==> src/rtl/fetch_unit_ras.sv <==
// Instruction-fetch stage: owns the PC, drives a 1-cycle-latency instruction memory,
// and redirects via branch, jump, or call/return through a circular return-address stack.
module fetch_unit_ras #(
    parameter int              PC_W      = 8,
    parameter int              INST_W    = 32,
    parameter int              OFFS_W    = 16,
    parameter int              RAS_DEPTH = 4,
    parameter logic [PC_W-1:0] RESET_PC  = '0
) (
    input  logic                            clk,
    input  logic                            counterRst,
    input  logic                            counterLd,
    input  logic                            pcSrc,
    input  logic signed [OFFS_W-1:0]        brOffset,
    input  logic                            jmp,
    input  logic [PC_W-1:0]                 jmpTarget,
    input  logic                            call,
    input  logic                            ret,
    output logic [PC_W-1:0]                 imemAddr,
    input  logic [INST_W-1:0]               imemData,
    output logic [PC_W-1:0]                 pc,
    output logic [INST_W-1:0]               inst,
    output logic                            instValid,
    output logic [PC_W-1:0]                 linkAddr,
    output logic [$clog2(RAS_DEPTH):0]      rasDepth,
    output logic                            rasOverflow,
    output logic                            rasUnderflow
);

    localparam int SP_W  = $clog2(RAS_DEPTH);
    localparam int DEP_W = SP_W + 1;

    logic [PC_W-1:0] ras_mem [RAS_DEPTH];
    logic [SP_W-1:0] top;
    logic [PC_W-1:0] next_pc;
    logic [PC_W-1:0] br_target;
    logic            do_push;
    logic            do_pop;
    logic            ras_empty;
    logic            ras_full;

    assign linkAddr  = pc + PC_W'(1);
    assign inst      = imemData;
    assign br_target = linkAddr + PC_W'(brOffset);
    assign ras_empty = (rasDepth == '0);
    assign ras_full  = (rasDepth == DEP_W'(RAS_DEPTH));
    assign do_pop    = counterLd & ret;
    assign do_push   = counterLd & jmp & call & ~ret;

    // Redirect selection; the address goes straight to memory so redirects cost no bubble.
    always_comb begin
        next_pc = linkAddr;
        if (ret) begin
            next_pc = ras_empty ? RESET_PC : ras_mem[top];
        end else if (jmp) begin
            next_pc = jmpTarget;
        end else if (pcSrc) begin
            next_pc = br_target;
        end
        imemAddr = counterRst ? RESET_PC : (counterLd ? next_pc : pc);
    end

    always_ff @(posedge clk) begin
        if (counterRst) begin
            pc           <= RESET_PC;
            instValid    <= 1'b0;
            rasDepth     <= '0;
            top          <= '0;
            rasOverflow  <= 1'b0;
            rasUnderflow <= 1'b0;
        end else begin
            pc <= imemAddr;
            if (counterLd) begin
                instValid <= 1'b1;
            end
            if (do_pop) begin
                if (ras_empty) begin
                    rasUnderflow <= 1'b1;
                end else begin
                    top      <= top - SP_W'(1);
                    rasDepth <= rasDepth - DEP_W'(1);
                end
            end else if (do_push) begin
                // When full the pointer still advances, overwriting the oldest entry.
                top <= top + SP_W'(1);
                if (ras_full) begin
                    rasOverflow <= 1'b1;
                end else begin
                    rasDepth <= rasDepth + DEP_W'(1);
                end
            end
        end
    end

    always_ff @(posedge clk) begin
        if (!counterRst && do_push) begin
            ras_mem[top + SP_W'(1)] <= linkAddr;
        end
    end

endmodule
==> config.mk <==
export PLATFORM = sky130hd
export DESIGN_NAME = fetch_unit_ras
export DESIGN_NICKNAME = d
export VERILOG_FILES = /design/src/rtl/fetch_unit_ras.sv
export SDC_FILE = /design/constraint.sdc
export NUM_CORES = 1
export LEC_CHECK = 0
export CAP_MARGIN = 25
export CORE_MARGIN = 4
export CORE_UTILIZATION = 39
export CTS_CLUSTER_DIAMETER = 40
export DETAILED_ROUTE_END_ITERATION = 8
export GPL_TIMING_DRIVEN = 0
export PLACE_DENSITY = 0.75
export SLEW_MARGIN = 15
export SYNTH_ARGS = -nofsm -noshare
export SYNTH_HDL_FRONTEND = slang
export SYNTH_SLANG_ARGS = --single-unit
==> constraint.sdc <==
create_clock -name clk -period 2.6 [get_ports clk]
set_input_delay 0.52 -clock clk [delete_from_list [all_inputs] [get_ports clk]]
set_output_delay 0.52 -clock clk [all_outputs]
set_load 0.01 [all_outputs]
# Word-level counts from Yosys, hierarchy flattened
# Memories as Yosys holds them, arrays and structs flattened. A register that Yosys moved wholly into a read port is not among the register bits.
# Index checks and enable logic that the tools add are counted.
[word_totals] register_bits=16 ram_bits=32 inputBits=63 out_inout_bits=62 elab_cells=47 memories=1
[classes] add_sub_neg=6 eq_ne=3 muxes=17 bitwise=6 n_reduce_logical=8
[mem_list] name="ras_mem" depth=4 word_bits=8 rd=1 rd_ports_with_merged_regs=1 write_ports=1 line_no="33" rtl="logic [PC_W-1:0] ras_mem [RAS_DEPTH];"
[ops] op="$mux 8" n=6
[ops] op="$mux 3" n=4
[ops] op="$mux 2" n=5
[ops] op="$add 8x1->8 const B" n=1
[ops] op="$add 8x8->8" n=1
[ops] op="$reduce_and 3->1" n=2
[ops] op="$and 1x1->1" n=4
[ops] op="$ne 2x2->1 const B" n=2
[ops] op="$reduce_and 2->1" n=2
[ops] op="$add 3x1->3 const B" n=1
[ops] op="$eq 3x3->1 const B" n=1
[ops] op="$logic_not 3->1" n=1
[ops] op="$sub 3x1->3 const B" n=1
[ops] op="$add 2x1->2 const B" n=1
[ops] op="$mux 1" n=2
[ops] op="$not 1->1" n=2
[ops] op="$reduce_bool 2->1" n=1
[ops] op="$sub 2x1->2 const B" n=1
[ops] op="$logic_and 1x1->1" n=1
[ops] op="$logic_not 1->1" n=1

# Longest topological paths before layout
# Gate-level depths: netlist (run 1).
[depth] ltp_word=7 mapped_depth=10 ltp_nobuf=10

# Worst setup path before layout (run 1)
# Ideal clock, no wire load.
[synth_path] path_type="reg-to-output" startpoint="register pc[0]" endpoint="output port imemAddr[6]" arrival_ps=2639 required_ps=2080 slack_ps=-559 stages_incl_launch_ff=9 n_path_buf=0 path_cell_list="dfxtp_1 -> ha_1 -> xor2_1 -> ha_1 -> nor2b_1 -> o21a_1 -> o21a_1 -> o311a_1 -> nor4_1"
[synth_via] elab_chain_cells=7
[synth_lines] element="start, declared" line_no="21" rtl="output logic [PC_W-1:0] pc,"
[synth_lines] element="start signal, assigned" line_no="72" rtl="pc <= imemAddr;"
[synth_lines] element="$add 8x1->8" line_no="42" rtl="assign linkAddr = pc + PC_W'(1);"
[synth_lines] element="net linkAddr[2]" line_no="24" rtl="output logic [PC_W-1:0] linkAddr,"
[synth_lines] element="$add 8x8->8" line_no="44" rtl="assign br_target = linkAddr + PC_W'(brOffset);"
[synth_lines] element="$mux 8" line_no="57" rtl="end else if (pcSrc) begin"
[synth_lines] element="$mux 8" line_no="55" rtl="end else if (jmp) begin"
[synth_lines] element="$mux 8" line_no="53" rtl="if (ret) begin"
[synth_lines] element="$mux 8 (2 in series)" line_no="60" rtl="imemAddr = counterRst ? RESET_PC : (counterLd ? next_pc : pc);"
[synth_lines] element="end, declared" line_no="19" rtl="output logic [PC_W-1:0] imemAddr,"
# The timed path passes the listed nets, and every way through them passes these cells.

# Worst setup path after layout (run 1)
[layout_path] startpoint="register pc[1]" endpoint="output port imemAddr[6]"
[layout_via] elab_chain_cells=7
[layout_lines] element="$add 8x1->8 *" line_no="42"
[layout_lines] element="$add 8x8->8" line_no="44"
[layout_lines] element="$mux 8 *" line_no="57"
[layout_lines] element="$mux 8 *" line_no="55"
[layout_lines] element="$mux 8 *" line_no="53"
[layout_lines] element="$mux 8 * (2 in series)" line_no="60"
# Mark *: on every way between the ends. The rest lies on a longest branch, timed or not.

==> results of run 1 <==
report_power, final:
part / total [mW] / internal (mW) / leakage (nW) / switching, mW
Clock: 0.482 / 0.201 / 0.0506 / 0.281
Combinational: 0.690 / 0.378 / 1.24 / 0.311
Sequential: 0.911 / 0.875 / 0.442 / 0.0357
Total: 2.08 / 1.45 / 1.73 / 0.628
metrics by stage:
| stage | setup TNS (ns) | hold slack, ns | utilization |
|---|---|---|---|
| 4_1_cts | -3.18 | 0.493 | 0.599 |
| 5_1_grt | -4.38 | 0.505 | 0.616 |
| 6_report | -3.48 | 0.486 | 0.616 |
| 3_3_place_gp | -7.09 | 0.456 | 0.561 |
| 3_5_place_dp | -7.24 | 0.470 | 0.561 |
| 2_1_floorplan | -0.191 | 0.505 | - |
cell families (layout without fill, tap and decap cells):
logic type,after synthesis,count (layout),share of synthesized area
compound gates,55,55,0.140
xor+xnor,11,11,0.0345
fa+ha+maj,15,15,0.0673
buf+inv,57,170,0.120
flops,50,50,0.439
mux,13,13,0.0789
simple gates,66,66,0.121
final timing paths:
kind                    start     endpoint  cells after the start
setup / recovery        pc[1]  imemAddr[6]                     10
hold / removal    rasOverflow  rasOverflow                      1
setup reg to reg        pc[1]        pc[6]                      9
hold reg to reg   rasOverflow  rasOverflow                      1
worst max-delay path: stages, from the launching register on:
cell	delay (ns)
sky130_fd_sc_hd__dfxtp_4	0.41
sky130_fd_sc_hd__buf_12	0.12
sky130_fd_sc_hd__ha_4	0.15
sky130_fd_sc_hd__xor2_4	0.21
sky130_fd_sc_hd__ha_4	0.25
sky130_fd_sc_hd__nor2b_1	0.14
sky130_fd_sc_hd__o21a_1	0.21
sky130_fd_sc_hd__o21a_1	0.19
sky130_fd_sc_hd__o311a_1	0.39
sky130_fd_sc_hd__nor4_4	0.14
sky130_fd_sc_hd__buf_2	0.18
cell usage in the layout (no fill, tap or decap), types with 5 or more instances in the layout:
cell / n
sky130_fd_sc_hd__buf_2: 9
sky130_fd_sc_hd__nand2_1: 7
sky130_fd_sc_hd__a211oi_2: 7
sky130_fd_sc_hd__mux2i_1: 5
sky130_fd_sc_hd__clkbuf_8: 6
sky130_fd_sc_hd__nor2_1: 23
sky130_fd_sc_hd__and2_1: 5
sky130_fd_sc_hd__clkdlybuf4s50_1: 70
sky130_fd_sc_hd__clkbuf_1: 5
sky130_fd_sc_hd__ha_4: 9
sky130_fd_sc_hd__inv_1: 12
sky130_fd_sc_hd__edfxtp_1: 32
sky130_fd_sc_hd__dfxtp_4: 5
sky130_fd_sc_hd__mux4_2: 6
sky130_fd_sc_hd__buf_4: 56
sky130_fd_sc_hd__dfxtp_1: 12
sky130_fd_sc_hd__a211oi_1: 6
layer usage:
| metal | track usage | up-vias | routed length (um) |
|---|---|---|---|
| li1 | - | 1184 | - |
| met1 | 0.221 | 1212 | 3460 |
| met2 | 0.299 | 76 | 4340 |
| met3 | 0.0305 | 16 | 340 |
| met4 | 0.0533 | 0 | 159 |
| met5 | 0 | - | 0 |
registers in the layout, summed over array words and instances (netlist names), named ones only:
| signal | flops |
|---|---|
| rasUnderflow | 1 |
| pc | 8 |
| instValid | 1 |
| top | 2 |
| rasOverflow | 1 |
| ras_mem | 32 |
| rasDepth | 3 |
what timing repair did:
action                                  4_1_cts  5_1_grt
buffers inserted                             16        7
pin swaps                                    23       15
endpoints found under the setup margin        9        9
cloned                                        0        0
gates resized for setup                      57       11
layout make-up:
class	instances	area [um^2]
Buffer	43	315
Clock buffer	5	68.8
Clock inverter	3	28.8
Fill cell	595	2830
Inverter	14	56.3
Multi-Input combinational cell	160	1640
Sequential cell	50	1340
Tap cell	99	124
Timing Repair Buffer	105	968
==> impl_table.tex, run 1 <==
\begin{tabular}{lr}
\hline
Metric & Value \\
\hline
\multicolumn{2}{l}{\textbf{Cells and area}} \\
\quad Diode insertion count for antenna repair & 0 \\
\quad Synthesis-to-layout area growth & 50.7\% \\
\quad Share of cells above drive strength 1 & 0.350 \\
\quad Final non-filler cell area & 4540 um\^{}2 \\
\quad Net count reported at finish & 457 \\
\quad Fin cells & 479 \\
\multicolumn{2}{l}{\textbf{Routing}} \\
\quad Routed vias & 2488 \\
\quad Count of routing violations after the opening detailed-route iteration & 134 \\
\quad Routed WL per cell & 17.3 um \\
\quad Sum of routed wire length over all layers & 8300 um \\
\quad Vias/cell & 5.19 \\
\quad DRC & 0 \\
\quad Detailed-router iteration count before antenna repair & 4 \\
\quad Antenna Nets Post-Route & 0 \\
\multicolumn{2}{l}{\textbf{Placed design}} \\
\quad I/O Buffers & 82 \\
\quad Post-place setup slack & -1.13 ns \\
\quad Detail Placement HPWL & 6040 um \\
\quad Area of placed instances & 4140 um\^{}2 \\
\quad Placed insts & 448 \\
\quad Final estimated routing congestion in global placement & 0.832 \\
\multicolumn{2}{l}{\textbf{Timing}} \\
\quad Fraction of the cycle the final worst path needs & 1.24 \\
\quad Count of endpoints failing setup in the final report & 8 \\
\quad Unrepaired setup endpoints after global routing & yes \\
\quad Relative slew slack & 0.573 \\
\quad Endpoints failing hold & 0 \\
\quad Slew @ Worst Pin & 0.640 ns \\
\quad Max frequency & 311 MHz \\
\quad Worst setup slack after layout & -0.617 ns \\
\quad Clock Skew & 0.00612 ns \\
\quad Post-layout minimum cycle time & 3.22 ns \\
\quad Fin. max-slew vios & 0 \\
\multicolumn{2}{l}{\textbf{GRT}} \\
\quad Aggregate global routing overflow & 0 \\
\quad First-pass GRT wire length & 12000 um \\
\quad Maximum number of pins on one net before global-route repair & 19 \\
\quad GRT Overall Usage & 0.174 \\
\quad Antenna violations before repair & 0 \\
\quad Via count of the first global-routing pass & 2398 \\
\multicolumn{2}{l}{\textbf{Clocking}} \\
\quad Clock insertion delay at the later pin of the skew report & 0.31 ns \\
\quad Clock Tree Root & sky130\_fd\_sc\_hd\_\_clkbuf\_8 \\
\quad Number of buffers created by CTS & 5 \\
\quad Clock-pin slew of the registers on the worst-case setup and hold paths & 0.10 ns \\
\quad Number of levels the H-tree was split into & 2 \\
\quad Count of clock tree sinks & 50 \\
\quad Number of buffers inserted by hold repair at cts & 0 \\
\quad Maximum buffer depth of the clock tree & 2 \\
\quad CTS tree & yes \\
\multicolumn{2}{l}{\textbf{Floorplan}} \\
\quad DIE AREA & 9200 um\^{}2 \\
\quad Number of primary I/O pins & 125 \\
\quad Die Y-Extent & 95.9 um \\
\quad Width of the die & 95.9 um \\
\quad Row count & 31 \\
\quad Initial Utilization & 0.409 \\
\quad Standard cell core area & 7370 um\^{}2 \\
\multicolumn{2}{l}{\textbf{Synth}} \\
\quad Post-synthesis register bit count & 50 \\
\quad Number of enable-type register cells in the synthesized netlist & 32 \\
\quad Area of the mapped netlist & 3010 um\^{}2 \\
\quad Average cell area after synthesis & 11.3 um\^{}2 \\
\quad Top cells by area, synth & sky130\_fd\_sc\_hd\_\_edfxtp\_1 32\%, sky130\_fd\_sc\_hd\_\_dfxtp\_1 12\%, sky130\_fd\_sc\_hd\_\_buf\_4 8.5\%, sky130\_fd\_sc\_hd\_\_ha\_1 5.4\%, sky130\_fd\_sc\_hd\_\_mux4\_2 4.5\% \\
\quad Share of flip-flops with an asynchronous set or reset & 0 \\
\quad Most frequent cells after synthesis & 34 x sky130\_fd\_sc\_hd\_\_buf\_4, 32 x sky130\_fd\_sc\_hd\_\_edfxtp\_1, 24 x sky130\_fd\_sc\_hd\_\_nor2\_1 \\
\quad Yosys warnings & 0 \\
\quad Cell type with the highest aggregate area in the netlist & sky130\_fd\_sc\_hd\_\_edfxtp\_1 \\
\quad Post-Syn Instances & 267 \\
\quad Synth Flop Type & sky130\_fd\_sc\_hd\_\_edfxtp\_1 \\
\quad Synth unique cells & 56 \\
\quad Sequential element share of the synthesized area & 0.439 \\
\quad Number of nets produced by synthesis & 345 \\
\quad Most common cell in the netlist & sky130\_fd\_sc\_hd\_\_buf\_4 \\
\quad Synth top area share & 0.319 \\
\multicolumn{2}{l}{\textbf{Pwr}} \\
\quad Power, Total & 2.08 mW \\
\quad Leakage power of the design & 1.73 nW \\
\quad Total power per unit cell area & 458 nW/um\^{}2 \\
\quad Maximum VDD drop & 0.251 mV \\
\multicolumn{2}{l}{\textbf{Setup path}} \\
\quad Register-to-register path setup slack & 0.23 ns \\
\quad Critical setup path kind & register to primary output \\
\quad Crit-path max FO & 5 \\
\quad Worst setup SP type & register \\
\quad Required time reported for the critical path endpoint & 2.08 ns \\
\quad Type of destination of the critical path & primary output \\
\quad Arrival time at the worst endpoint & 2.70 ns \\
\multicolumn{2}{l}{\textbf{Flow run}} \\
\quad Max-cap violations & 0 \\
\multicolumn{2}{l}{\textbf{Outcome}} \\
\quad Failing checks & setup timing \\
\quad Result of the run & complete, but fails checks \\
\multicolumn{2}{l}{\textbf{Worst hold path}} \\
\quad Hold crit path type & register to register \\
\hline
\end{tabular}
Power figures use the tool's default switching activity.
==> run 2: changes to the inputs <==
--- a/config.mk
+++ b/config.mk
@@ -13,5 +13,5 @@
 export GPL_TIMING_DRIVEN = 0
 export PLACE_DENSITY = 0.75
-export SLEW_MARGIN = 15
+export SLEW_MARGIN = 20
 export SYNTH_ARGS = -nofsm -noshare
 export SYNTH_HDL_FRONTEND = slang
==> constraint.sdc (replaced) <==
create_clock -name clk -period 2.6 [get_ports clk]
set_input_delay 0.26 -clock clk [delete_from_list [all_inputs] [get_ports clk]]
set_output_delay 0.26 -clock clk [all_outputs]
set_load 0.01 [all_outputs]
==> run 2 against run 1 <==
  * Worst setup slack improved by 0.30 ns
  * Highest routed layer unchanged
  * Largest cell class unchanged
  * Cell area fell by 0.99%
  * The run still ends with setup timing left
  * First-iteration DRC count rose by 31%
==> impl_table.tex, run 2 (synthesized netlist as in run 1, its figures left out) <==
\begin{tabular}{lr}
\hline
Metric & Value \\
\hline
\multicolumn{2}{l}{\textbf{Routing}} \\
\quad Vias/cell & 5.38 (+3.7\%) \\
\quad Detailed-router iteration count before antenna repair & 4 (unchanged) \\
\quad Routed vias & 2574 (+3.5\%) \\
\quad DRC & 0 (unchanged) \\
\quad Sum of routed wire length over all layers & 8330 um (+0.34\%) \\
\quad Routed WL per cell & 17.4 um (+0.55\%) \\
\quad Count of routing violations after the opening detailed-route iteration & 176 (+31\%) \\
\quad Antenna Nets Post-Route & 0 (unchanged) \\
\multicolumn{2}{l}{\textbf{Clocking}} \\
\quad Clock-pin slew of the registers on the worst-case setup and hold paths & 0.09 ns (about the same) \\
\quad Number of buffers inserted by hold repair at cts & 0 (unchanged) \\
\quad CTS tree & yes \\
\quad Clock insertion delay at the later pin of the skew report & 0.30 ns (about the same) \\
\quad Number of buffers created by CTS & 5 (unchanged) \\
\quad Clock Tree Root & sky130\_fd\_sc\_hd\_\_clkbuf\_8 \\
\quad Count of clock tree sinks & 50 (unchanged) \\
\quad Number of levels the H-tree was split into & 2 (unchanged) \\
\quad Maximum buffer depth of the clock tree & 2 (unchanged) \\
\multicolumn{2}{l}{\textbf{Timing}} \\
\quad Max frequency & 343 MHz (+10\%) \\
\quad Post-layout minimum cycle time & 2.91 ns (-0.305 ns) \\
\quad Endpoints failing hold & 0 (unchanged) \\
\quad Worst setup slack after layout & -0.312 ns (+0.305 ns) \\
\quad Count of endpoints failing setup in the final report & 7 (-1) \\
\quad Fin. max-slew vios & 0 (unchanged) \\
\quad Relative slew slack & 0.572 (-0.00126) \\
\quad Fraction of the cycle the final worst path needs & 1.12 (-0.117) \\
\quad Unrepaired setup endpoints after global routing & yes \\
\quad Clock Skew & 0.00841 ns (+0.00228 ns) \\
\quad Slew @ Worst Pin & 0.642 ns (+0.00189 ns) \\
\multicolumn{2}{l}{\textbf{Cells and area}} \\
\quad Largest regs & ras\_mem x32, pc x8, rasDepth x3 \\
\quad Diode insertion count for antenna repair & 0 (unchanged) \\
\quad Flip-flop count of the largest register after layout & 32 (unchanged) \\
\quad Biggest register & ras\_mem \\
\quad Count of fill cells added during filler insertion & 583 (-2.0\%) \\
\quad Most common cell after layout, fill and taps aside & sky130\_fd\_sc\_hd\_\_clkdlybuf4s50\_1 \\
\quad End-of-flow core utilization & 0.610 (-0.00611) \\
\quad Area occupied by multi-input gates & 1620 um\^{}2 (-1.1\%) \\
\quad Most frequent cells in the layout & 74 x sky130\_fd\_sc\_hd\_\_clkdlybuf4s50\_1, 52 x sky130\_fd\_sc\_hd\_\_buf\_4, 32 x sky130\_fd\_sc\_hd\_\_edfxtp\_1, 23 x sky130\_fd\_sc\_hd\_\_nor2\_1, 12 x sky130\_fd\_sc\_hd\_\_dfxtp\_1 \\
\quad Synthesis-to-layout area growth & 49.3\% \\
\quad Storage element area & 1340 um\^{}2 (unchanged) \\
\quad Fin cells & 478 (-0.21\%) \\
\quad Share of cells above drive strength 1 & 0.340 (-0.00963) \\
\quad Net count reported at finish & 456 (-0.22\%) \\
\multicolumn{2}{l}{\textbf{Worst hold path}} \\
\quad WHS Endpoint & pc[7] \\
\quad Number of cells on the worst hold path & 3 (+2) \\
\quad Hold crit path type & input port to register \\
\quad Beginning of the worst hold path & counterLd \\
\multicolumn{2}{l}{\textbf{Setup path}} \\
\quad Largest stage delay, worst path & 0.43 ns (+0.02 ns) \\
\quad Register-to-register path setup slack & 0.17 ns (-0.06 ns) \\
\quad Critical path cell sequence & ha\_4, nand3\_4, xnor2\_4, ha\_4, o211ai\_1, o211a\_1, nor4b\_4, o211ai\_1, nor3b\_2, buf\_2 \\
\quad CP max stage cell & sky130\_fd\_sc\_hd\_\_dfxtp\_4 \\
\quad Required time reported for the critical path endpoint & 2.34 ns (+0.26 ns) \\
\quad Critical R2R Launch & pc[1] \\
\quad Type of destination of the critical path & primary output \\
\quad Worst setup SP type & register \\
\quad Critical setup path kind & register to primary output \\
\quad Crit-path max FO & 6 (+1) \\
\quad Reg2Reg Capture Point & pc[6] \\
\quad Arrival time at the worst endpoint & 2.65 ns (-0.05 ns) \\
\quad R2R cell count & 10 (+1) \\
\multicolumn{2}{l}{\textbf{Floorplan}} \\
\quad Row count & 31 (unchanged) \\
\quad Die Y-Extent & 95.9 um (unchanged) \\
\quad Width of the die & 95.9 um (unchanged) \\
\quad Number of primary I/O pins & 125 (unchanged) \\
\quad Initial Utilization & 0.409 (unchanged) \\
\quad Standard cell core area & 7370 um\^{}2 (unchanged) \\
\quad DIE AREA & 9200 um\^{}2 (unchanged) \\
\multicolumn{2}{l}{\textbf{GRT}} \\
\quad Antenna violations before repair & 0 (unchanged) \\
\quad Maximum number of pins on one net before global-route repair & 15 (-4) \\
\quad GRT Overall Usage & 0.173 (-0.000874) \\
\quad Via count of the first global-routing pass & 2423 (+1.0\%) \\
\quad Aggregate global routing overflow & 0 (unchanged) \\
\quad First-pass GRT wire length & 12200 um (+1.5\%) \\
\multicolumn{2}{l}{\textbf{Placed design}} \\
\quad Final estimated routing congestion in global placement & 0.873 (+5.0\%) \\
\quad I/O Buffers & 82 (unchanged) \\
\quad Post-place setup slack & -0.727 ns (+0.400 ns) \\
\quad Placed insts & 448 (unchanged) \\
\quad Detail Placement HPWL & 5660 um (-6.3\%) \\
\multicolumn{2}{l}{\textbf{Outcome}} \\
\quad Result of the run & complete, but fails checks \\
\quad Failing checks & setup timing \\
\multicolumn{2}{l}{\textbf{Pwr}} \\
\quad Total power per unit cell area & 452 nW/um\^{}2 (-1.3\%) \\
\quad Maximum VDD drop & 0.319 mV (+27\%) \\
\quad Leakage power of the design & 1.69 nW (-2.5\%) \\
\multicolumn{2}{l}{\textbf{Flow run}} \\
\quad Max-cap violations & 0 (unchanged) \\
\hline
\end{tabular}
-- run 2: layout make-up --
class,count,area share
multi-input combinational,160,0.360
sequential,50,0.298
timing repair buffer,104,0.215
buffer,43,0.0687
tap,99,0.0275
clock buffer,8,0.0178
inverter,14,0.0125
-- run 2: worst max-delay path: cells and delay by family, from the launching register on --
kind	cells	cell delay, ns
AO/OA/AOI/OAI	3	0.57
flip-flops	1	0.43
adder cells (fa/ha/maj)	2	0.46
AND/OR/NAND/NOR	3	0.59
XOR/XNOR	1	0.17
buffers and inverters	1	0.14
-- run 2: what timing repair did --
item	4_1_cts	5_1_grt
setup buffers	15	7
gates resized for setup	64	15
pin swaps	22	15
endpoints found under the setup margin	8	8
-- run 2: where the power goes --
part           internal, mW  switching (mW)
combinational         0.376           0.309
clock                 0.192           0.244
sequential            0.875          0.0381
total                  1.44           0.591
-- run 2: how the worst max path moves through the flow --
stage / endpoint / slack, ns / cells after the start / start
after global placement: imemAddr[4] / -0.68 / 9 / pc[1]
after CTS: imemAddr[7] / -0.30 / 10 / pc[1]
after floorplan: imemAddr[7] / 0.02 / 10 / pc[1]
final: imemAddr[7] / -0.31 / 10 / pc[1]
after detailed placement: imemAddr[4] / -0.73 / 9 / pc[1]
after global routing: imemAddr[7] / -0.41 / 11 / pc[1]
-- run 2: metal layers --
| metal | up-vias | wire [um] | track usage |
|---|---|---|---|
| li1 | 1186 | - | - |
| met1 | 1221 | 3360 | 0.234 |
| met2 | 155 | 3960 | 0.290 |
| met3 | 12 | 896 | 0.0328 |
| met4 | 0 | 110 | 0.0355 |
| met5 | - | 0 | 0 |
-- run 2: metrics by stage --
step	total power, mW	TNS (ns)	hold slack (ns)	cell area (um^2)
global route	2.13	-1.82	0.468	4500
finish	2.03	-1.15	0.429	4500
global placement	1.47	-3.67	0.456	4010
floorplan	1.25	0	0.434	3060
detailed placement	1.48	-3.88	0.470	4010
CTS	1.99	-1.02	0.430	4390
==> run 3: changes to the inputs <==
- HOLD_SLACK_MARGIN: unset -> 0.12
- SLEW_MARGIN: 20 -> 10
==> results of run 3 <==
The final DEF is identical to that of run 2; final timing and power are the same.
